==> src/rtl/axil_slave_regbank.sv <==
// axil_slave_regbank
// AXI4-Lite responder backed by a bank of DEPTH 32-bit words.
// Write and read channels are independent. Responses are registered one
// cycle after the final address/data handshake. Addresses outside the bank
// return SLVERR and do not touch storage.
//
// Ports
//   clk, reset                       clock, asynchronous active-high reset
//   awaddr/awvalid/awready           write address channel
//   wdata/wstrb/wvalid/wready        write data channel
//   bresp/bvalid/bready              write response channel
//   araddr/arvalid/arready           read address channel
//   rdata/rresp/rvalid/rready        read data channel
module axil_slave_regbank #(
    parameter int DATA_WIDTH = 32,
    parameter int ADDR_WIDTH = 9,
    parameter int DEPTH      = 64
) (
    input  logic                      clk,
    input  logic                      reset,
    input  logic [ADDR_WIDTH-1:0]     awaddr,
    input  logic                      awvalid,
    output logic                      awready,
    input  logic [DATA_WIDTH-1:0]     wdata,
    input  logic [DATA_WIDTH/8-1:0]   wstrb,
    input  logic                      wvalid,
    output logic                      wready,
    output logic [1:0]                bresp,
    output logic                      bvalid,
    input  logic                      bready,
    input  logic [ADDR_WIDTH-1:0]     araddr,
    input  logic                      arvalid,
    output logic                      arready,
    output logic [DATA_WIDTH-1:0]     rdata,
    output logic [1:0]                rresp,
    output logic                      rvalid,
    input  logic                      rready
);

    localparam int IDX_W  = ADDR_WIDTH - 2;
    localparam int MEM_AW = (DEPTH > 1) ? $clog2(DEPTH) : 1;
    localparam int LANES  = DATA_WIDTH / 8;

    localparam logic [1:0] RESP_OKAY   = 2'b00;
    localparam logic [1:0] RESP_SLVERR = 2'b10;

    localparam logic [1:0] W_IDLE      = 2'd0;
    localparam logic [1:0] W_HAVE_ADDR = 2'd1;
    localparam logic [1:0] W_HAVE_DATA = 2'd2;
    localparam logic [1:0] W_RESP      = 2'd3;

    localparam logic [0:0] R_IDLE = 1'b0;
    localparam logic [0:0] R_DATA = 1'b1;

    // Byte-offset bits carry no meaning: accesses are word-granular.
    logic unused_addr_lsbs;
    assign unused_addr_lsbs = &{1'b0, awaddr[1:0], araddr[1:0]};

    logic [DATA_WIDTH-1:0] mem [DEPTH];

    // ------------------------------------------------------------------
    // Write channel
    // ------------------------------------------------------------------
    logic [1:0]              w_state_reg, w_state_next;
    logic [IDX_W-1:0]        aw_word_reg;
    logic [DATA_WIDTH-1:0]   w_data_reg;
    logic [LANES-1:0]        w_strb_reg;
    logic [1:0]              bresp_reg;

    logic                    aw_hs, w_hs;
    logic                    commit;
    logic [IDX_W-1:0]        commit_word;
    logic [DATA_WIDTH-1:0]   commit_data;
    logic [LANES-1:0]        commit_strb;
    logic                    commit_in_range;
    logic [MEM_AW-1:0]       commit_idx;

    // Ready is a pure function of registered state, never of valid.
    assign awready = (w_state_reg == W_IDLE) || (w_state_reg == W_HAVE_DATA);
    assign wready  = (w_state_reg == W_IDLE) || (w_state_reg == W_HAVE_ADDR);
    assign bvalid  = (w_state_reg == W_RESP);
    assign bresp   = bresp_reg;

    assign aw_hs = awvalid && awready;
    assign w_hs  = wvalid && wready;

    // Commit operands come from the live bus for whichever half arrives on
    // the final handshake and from the holding registers for the other.
    always_comb begin
        w_state_next = w_state_reg;
        commit       = 1'b0;
        commit_word  = aw_word_reg;
        commit_data  = w_data_reg;
        commit_strb  = w_strb_reg;
        case (w_state_reg)
            W_IDLE: begin
                if (aw_hs && w_hs) begin
                    w_state_next = W_RESP;
                    commit       = 1'b1;
                    commit_word  = awaddr[ADDR_WIDTH-1:2];
                    commit_data  = wdata;
                    commit_strb  = wstrb;
                end else if (aw_hs) begin
                    w_state_next = W_HAVE_ADDR;
                end else if (w_hs) begin
                    w_state_next = W_HAVE_DATA;
                end
            end
            W_HAVE_ADDR: begin
                if (w_hs) begin
                    w_state_next = W_RESP;
                    commit       = 1'b1;
                    commit_data  = wdata;
                    commit_strb  = wstrb;
                end
            end
            W_HAVE_DATA: begin
                if (aw_hs) begin
                    w_state_next = W_RESP;
                    commit       = 1'b1;
                    commit_word  = awaddr[ADDR_WIDTH-1:2];
                end
            end
            default: begin
                if (bready) begin
                    w_state_next = W_IDLE;
                end
            end
        endcase
    end

    assign commit_in_range = (32'(commit_word) < DEPTH);
    assign commit_idx      = commit_word[MEM_AW-1:0];

    always_ff @(posedge clk or posedge reset) begin
        if (reset) begin
            w_state_reg <= W_IDLE;
            aw_word_reg <= '0;
            w_data_reg  <= '0;
            w_strb_reg  <= '0;
            bresp_reg   <= RESP_OKAY;
        end else begin
            w_state_reg <= w_state_next;
            if (aw_hs) begin
                aw_word_reg <= awaddr[ADDR_WIDTH-1:2];
            end
            if (w_hs) begin
                w_data_reg <= wdata;
                w_strb_reg <= wstrb;
            end
            if (commit) begin
                bresp_reg <= commit_in_range ? RESP_OKAY : RESP_SLVERR;
            end
        end
    end

    // One register per word so the whole bank clears on reset.
    generate
        for (genvar gi = 0; gi < DEPTH; gi++) begin : g_word
            always_ff @(posedge clk or posedge reset) begin
                if (reset) begin
                    mem[gi] <= '0;
                end else if (commit && commit_in_range &&
                             (commit_idx == MEM_AW'(gi))) begin
                    for (int b = 0; b < LANES; b++) begin
                        if (commit_strb[b]) begin
                            mem[gi][8*b +: 8] <= commit_data[8*b +: 8];
                        end
                    end
                end
            end
        end
    endgenerate

    // ------------------------------------------------------------------
    // Read channel
    // ------------------------------------------------------------------
    logic [0:0]            r_state_reg, r_state_next;
    logic [DATA_WIDTH-1:0] rdata_reg;
    logic [1:0]            rresp_reg;
    logic                  ar_hs;
    logic [IDX_W-1:0]      ar_word;
    logic                  ar_in_range;

    assign arready = (r_state_reg == R_IDLE);
    assign rvalid  = (r_state_reg == R_DATA);
    assign rdata   = rdata_reg;
    assign rresp   = rresp_reg;

    assign ar_hs       = arvalid && arready;
    assign ar_word     = araddr[ADDR_WIDTH-1:2];
    assign ar_in_range = (32'(ar_word) < DEPTH);

    always_comb begin
        r_state_next = r_state_reg;
        if (r_state_reg == R_IDLE) begin
            if (ar_hs) begin
                r_state_next = R_DATA;
            end
        end else if (rready) begin
            r_state_next = R_IDLE;
        end
    end

    // Sampling mem with a non-blocking update in flight means a read that
    // lands on the same edge as a write commit sees the old word.
    always_ff @(posedge clk or posedge reset) begin
        if (reset) begin
            r_state_reg <= R_IDLE;
            rdata_reg   <= '0;
            rresp_reg   <= RESP_OKAY;
        end else begin
            r_state_reg <= r_state_next;
            if (ar_hs) begin
                if (ar_in_range) begin
                    rdata_reg <= mem[ar_word[MEM_AW-1:0]];
                    rresp_reg <= RESP_OKAY;
                end else begin
                    rdata_reg <= '0;
                    rresp_reg <= RESP_SLVERR;
                end
            end
        end
    end

endmodule

==> config.mk <==
export PLATFORM = sky130hd
export DESIGN_NAME = axil_slave_regbank
export DESIGN_NICKNAME = d
export VERILOG_FILES = /design/src/rtl/axil_slave_regbank.sv
export SDC_FILE = /design/constraint.sdc
export NUM_CORES = 2
export LEC_CHECK = 0
export CELL_PAD_IN_SITES_DETAIL_PLACEMENT = 1
export CELL_PAD_IN_SITES_GLOBAL_PLACEMENT = 2
export CORE_UTILIZATION = 47
export DETAILED_ROUTE_END_ITERATION = 7
export HOLD_SLACK_MARGIN = 0.1
export PLACE_DENSITY = 0.83
export SYNTH_ARGS = -nofsm -noshare
export SYNTH_HDL_FRONTEND = slang
export SYNTH_SLANG_ARGS = --single-unit
==> constraint.sdc <==
create_clock -name clk -period 97.1 [get_ports clk]
set_input_delay 19.42 -clock clk [delete_from_list [all_inputs] [get_ports clk]]
set_output_delay 19.42 -clock clk [all_outputs]
set_load 0.1 [all_outputs]
## After elaboration in Yosys (flattened, before gate mapping)

Cells that the tools add are included.

| storage, ports and cells | value |
|---|---|
| register bits | 2130 |
| latch bits | 0 |
| RAM bits | 0 |
| bits in read-only memories | 0 |
| input bits | 61 |
| output and inout bits | 41 |
| logic and storage cells | 698 |
| memories kept | 0 |

| operators by class | value |
|---|---|
| add/sub/neg operators | 0 |
| $mul | 0 |
| divide/modulo/power cells | 0 |
| $lt $le $gt $ge | 3 |
| equal/unequal tests | 69 |
| shifts and indexed selects | 0 |
| multiplexer cells | 29 |
| bitwise logic cells | 2 |
| reduce and logical (&&, ||, !) cells | 331 |

Operator list:

| cell | count |
|---|---|
| $reduce_and 2->1 | 256 |
| $bmux 32 s6 | 1 |
| $eq 6x6->1 const B | 32 |
| $mux 32 | 5 |
| $eq 6x5->1 const B | 16 |
| $logic_and 1x1->1 | 69 |
| $pmux 32 s2 | 1 |
| $eq 6x4->1 const B | 8 |
| $eq 6x3->1 const B | 4 |
| $mux 2 | 8 |
| $lt 7x7->1 const B | 2 |
| $mux 7 | 2 |
| $pmux 7 s2 | 1 |
| $eq 6x2->1 const B | 2 |
| $mux 4 | 2 |
| $pmux 4 s2 | 1 |
| $ge 7x7->1 const B | 1 |
| $not 6->7 | 1 |
| $eq 6x1->1 const B | 1 |
| $logic_not 6->1 | 1 |
| $mux 1 | 6 |
| $pmux 2 s3 | 1 |
| $eq 2x2->1 const B | 2 |
| $ne 2x2->1 const B | 2 |
| other kinds (8) | 9 |

## Longest topological paths before layout

| logic depth | value |
|---|---|
| depth in word-level cells | 10 |
| depth in mapped cells | 12 |
| mapped depth without buffers | 8 |

## Worst setup path before layout

No wires, ideal clock.

| timing path | value |
|---|---|
| path type | input to register |
| from | in awvalid |
| to | reg mem[544] in the netlist's numbering |
| setup time | 0.125 ns |
| arrival time | 21.584 ns |
| data required time | 96.975 ns |
| path slack | 75.391 ns |
| stages on the path | 9 |
| buffers on the path | 3 |
| path through | buf_2 o21ai_2 buf_2 a22o_1 a211oi_1 nand2_1 buf_2 nor2_2 mux2_2 |

| between the ends | value |
|---|---|
| longest elaborated chain between the ends | 8 |
| elaborated cells on any way between the ends | 17 |
| classes of those cells | 1 x order compare; 1 x eq/ne; 10 x mux; 5 x reduce/logical |

RTL lines:

| element | line | RTL |
|---|---|---|
| from (decl) | 22 | `input logic awvalid,` |
| $logic_and 1x1->1 (*) | 84 | `assign aw_hs = awvalid && awready;` |
| $logic_and 1x1->1 | 97 | `if (aw_hs && w_hs) begin` |
| $mux 7 | 97 |  |
| $pmux 7 s2 | 95 | `case (w_state_reg)` |
| $lt 7x7->1 | 132 | `assign commit_in_range = (32'(commit_word) < DEPTH);` |
| $logic_and 1x1->1 (2 in a row) | 163 | `end else if (commit && commit_in_range &&` |
| $reduce_and 2->1 (no source line) | - |  |
| to (signal, indexed assignment) | 167 | `mem[gi][8*b +: 8] <= commit_data[8*b +: 8];` |
| to (decl) | 59 | `logic [DATA_WIDTH-1:0] mem [DEPTH];` |

Mark *: on every way between the ends. The rest lies on a longest branch, timed or not.
A chain may end at the register's enable or synchronous reset.

==> reports/summary.txt <==
Status = finished, final reports clean
Fraction of registers with async set/reset = 1.00
Antenna Nets Post-Route = 0
Pleak = 52.0 nW
Switch share = 0.340
Cts repair resizes = 0
Top_reg_cell synth = dfrtp_1
Final hold slack = 0.485 ns
DIE WIDTH = 458 um
VDD IR max = 0.0312 mV
Die Span Y = 458 um
Worst Path Required = 97.93 ns
Final TNS setup = 0 ns
Final instance area = 109000 um2
Largest net degree at the start of global routing = 161
WL/cell = 32.2 um
Max stage delay on crit path = 0.96 ns
Maximum fanout along the worst path = 127
Crit path DAT = 25.29 ns
Critical Path Start = reset
Synth Warn # = 0
Register-to-register setup slack = 91.92 ns
Worst setup endpoint = mem[1114]
Cell family with most CP delay = buffers and inverters
Synth Instances = 6351
Gpl congestion = 0.831
Power Total = 3.08 mW
Fmax = 0.0409 GHz
Clock Power Share = 0.291
Post-synth EDFFs = 0
# nets final = 6414
Total Wirelength = 297000 um
Mean Syn Cell Area = 15.4 um2
# clock sinks = 2128
Gr usage total = 0.289
Cell Area, Synth = 97700 um2
Flop pwr share = 0.415
Footprint of the multi-input gates = 42600 um2
H-tree depth = 4
Fin. Hold Viols = 0
Register area = 53300 um2
CP Cell Sequence = clkdlybuf4s50_1, inv_8, buf_4, buf_4, buf_4, buf_4, buf_4
Total vias in the final route = 58.2k
Worst skew pair latency = 0.90 ns
Pre-antenna DRT Iters = 5
Register area share after synthesis = 0.545
Synth-to-Final Area Change = 11.8%
Crit-path slowest cell = buf_4
Internal power = 2.03 mW
Clock tree buffer depth = 3
Register bit count reported by yosys = 2128
Fin crit share = 0.252
Comb power frac = 0.294
Port-buffer cells = 95
Cell depth of the worst setup path = 7
Layout cells sized above 1 = 0.509
CTS Buf Count = 225
Post-CTS Setup Inserts = 0
PD cells = 28.2 nW/um2
Reg-to-Reg Start = w_state_reg[0]
Max-slew violation count = 0
GR Overflow Total = 0
Vias per inst = 6.29
Number of global-route vias before repair = 63.7k
Num ports = 102
Post-CTS Hold Fix Bufs = 0
FILL cells = 19.2k
Max reg flops = 2048
CP most frequent cell = buf_4
Critical path capture point type = async pin
CTS tree = built
Setup-failing EPs final = 0
First-pass GRT wire length = 448000 um
Clock Pin Slew Worst Setup and Hold Paths = 0.06 ns
Root Driver = clkbuf_16
Reg2reg path depth = 10
Worst Hold Class = register to register
Synth cell types = 63
Worst slew pin tran = 1.40 ns
Iter 0 DRT Violations = 4918
Reg-to-Reg End = mem[1043]
DP HPWL = 185000 um
Period minus WS final = 24.46 ns
Critical setup path kind = primary input to async pin
Slew headroom = 0.0672
DRC = 0
RSZ-0062 raised after global routing = false
P_sw = 1.05 mW
Die area = 210000 um2
Max cap viols = 0
Crit path buf inv count = 7
Row Count = 167
Initial Utilization = 0.473
Clk_skew = 0.0367 ns
Initial antenna violation count = 8
Setup crit start kind = primary input
Core ar. = 207000 um2
Placed Area = 101000 um2
-- placed cells by master, fill, tap and decap left out, types with 9 or more instances in the layout --
cell type | synthesis | layout
dfrtp_1 | 2128 | 2128
mux2_2 | 2055 | 2055
mux4_2 | 476 | 476
clkbuf_16 | 0 | 227
mux2i_1 | 214 | 214
buf_4 | 11 | 151
nand2_1 | 160 | 149
nor2_2 | 109 | 111
nand3_1 | 109 | 109
clkdlybuf4s50_1 | 0 | 90
a22oi_1 | 80 | 80
clkbuf_8 | 0 | 74
mux2_1 | 47 | 47
clkbuf_1 | 264 | 46
a21oi_1 | 42 | 42
nand2_2 | 30 | 41
clkinv_2 | 0 | 40
o21ai_0 | 37 | 37
o22ai_1 | 33 | 33
a22o_2 | 0 | 30
nor2_1 | 34 | 25
nand4_1 | 22 | 22
nand3_2 | 22 | 22
nor2_4 | 13 | 20
a221oi_1 | 19 | 19
o211ai_1 | 17 | 17
nor2b_1 | 23 | 16
and3_1 | 16 | 16
bufinv_16 | 0 | 14
a211oi_1 | 13 | 13
and2_1 | 13 | 12
a22o_1 | 40 | 10
inv_1 | 11 | 9
-- cells in the mapped netlist, types with 9 or more instances --
cell type,number,share of area
a211oi_1,13,0.0010
a21oi_1,42,0.0022
a221oi_1,19,0.0017
a22o_1,40,0.0036
a22oi_1,80,0.0061
and2_1,13,0.00083
and3_1,16,0.0010
buf_1,76,0.0029
buf_2,127,0.0065
buf_4,11,0.00084
clkbuf_1,264,0.010
dfrtp_1,2128,0.54
inv_1,11,0.00042
mux2_1,47,0.0054
mux2_2,2055,0.24
mux2i_1,214,0.022
mux4_2,476,0.11
nand2_1,160,0.0061
nand2_2,30,0.0019
nand3_1,109,0.0056
nand3_2,22,0.0023
nand4_1,22,0.0014
nor2_1,34,0.0013
nor2_2,109,0.0070
nor2_4,13,0.0015
nor2b_1,23,0.0015
nor3_2,9,0.00092
o211ai_1,17,0.0013
o21ai_0,37,0.0019
o22ai_1,33,0.0021
-- worst min-delay path by stage --
stage,startpoint,to,slack [ns],cells past startpoint
floorplan,mem[542],mem[542],0.45,1
global placement,mem[542],mem[542],0.46,1
detailed placement,mem[542],mem[542],0.47,1
CTS,mem[542],mem[542],0.49,1
global route,mem[1639],mem[1639],0.51,1
finish,mem[1901],mem[1901],0.48,1
-- area by class of cell --
| type | instances | area share |
|---|---|---|
| Multi-Input combinational cell | 3734 | 0.390 |
| Tap cell | 2704 | 0.0310 |
| Antenna cell | 6 | 0.000137 |
| Inverter | 12 | 0.000504 |
| Sequential cell | 2128 | 0.487 |
| Clock buffer | 347 | 0.0629 |
| Clock inverter | 69 | 0.00799 |
| Timing Repair Buffer | 248 | 0.0198 |
-- worst reg2reg max path, delay by kind of cell, from the launching register on --
| kind | cells | cell delay [ns] |
|---|---|---|
| fa+ha+maj | 1 | 0.26 |
| buf+inv | 3 | 0.86 |
| compound gates | 2 | 0.98 |
| mux | 1 | 0.42 |
| simple gates | 3 | 2.17 |
| flops | 1 | 0.39 |
-- power groups by stage --
stage	clock (mW)	combinational, mW	sequential [mW]
after global routing	0.944	0.953	1.31
after CTS	0.911	0.900	1.28
after floorplan	0	0.601	1.28
after detailed placement	0	0.893	1.29
final	0.897	0.904	1.28
after global placement	0	0.858	1.26
-- stage by stage --
stage          utilization  std cells  setup slack, ns
2_1_floorplan            -       6352            17.56
5_1_grt              0.528       9242            71.84
3_3_place_gp         0.491       8826            71.83
4_1_cts              0.528       9242            72.52
6_report             0.528       9248            72.64
3_5_place_dp         0.491       8826            71.61
-- cell families (layout without fill, tap and decap cells) --
| group | Yosys count | count (layout) | synth area share |
|---|---|---|---|
| flops | 2128 | 2128 | 0.545 |
| fa+ha+maj | 4 | 4 | 0.000512 |
| mux | 2792 | 2792 | 0.374 |
| buf+inv | 490 | 676 | 0.0209 |
| compound gates | 340 | 340 | 0.0251 |
| simple gates | 596 | 596 | 0.0349 |
| other cells | 1 | 8 | 0.0000384 |
-- per-layer routing --
| layer | wire, um | global-route usage |
|---|---|---|
| met5 | 9 | 0 |
| met4 | 11000 | 0.105 |
| met3 | 20200 | 0.0594 |
| met2 | 140000 | 0.451 |
| met1 | 126000 | 0.402 |
(Power assumes the default switching activity.)
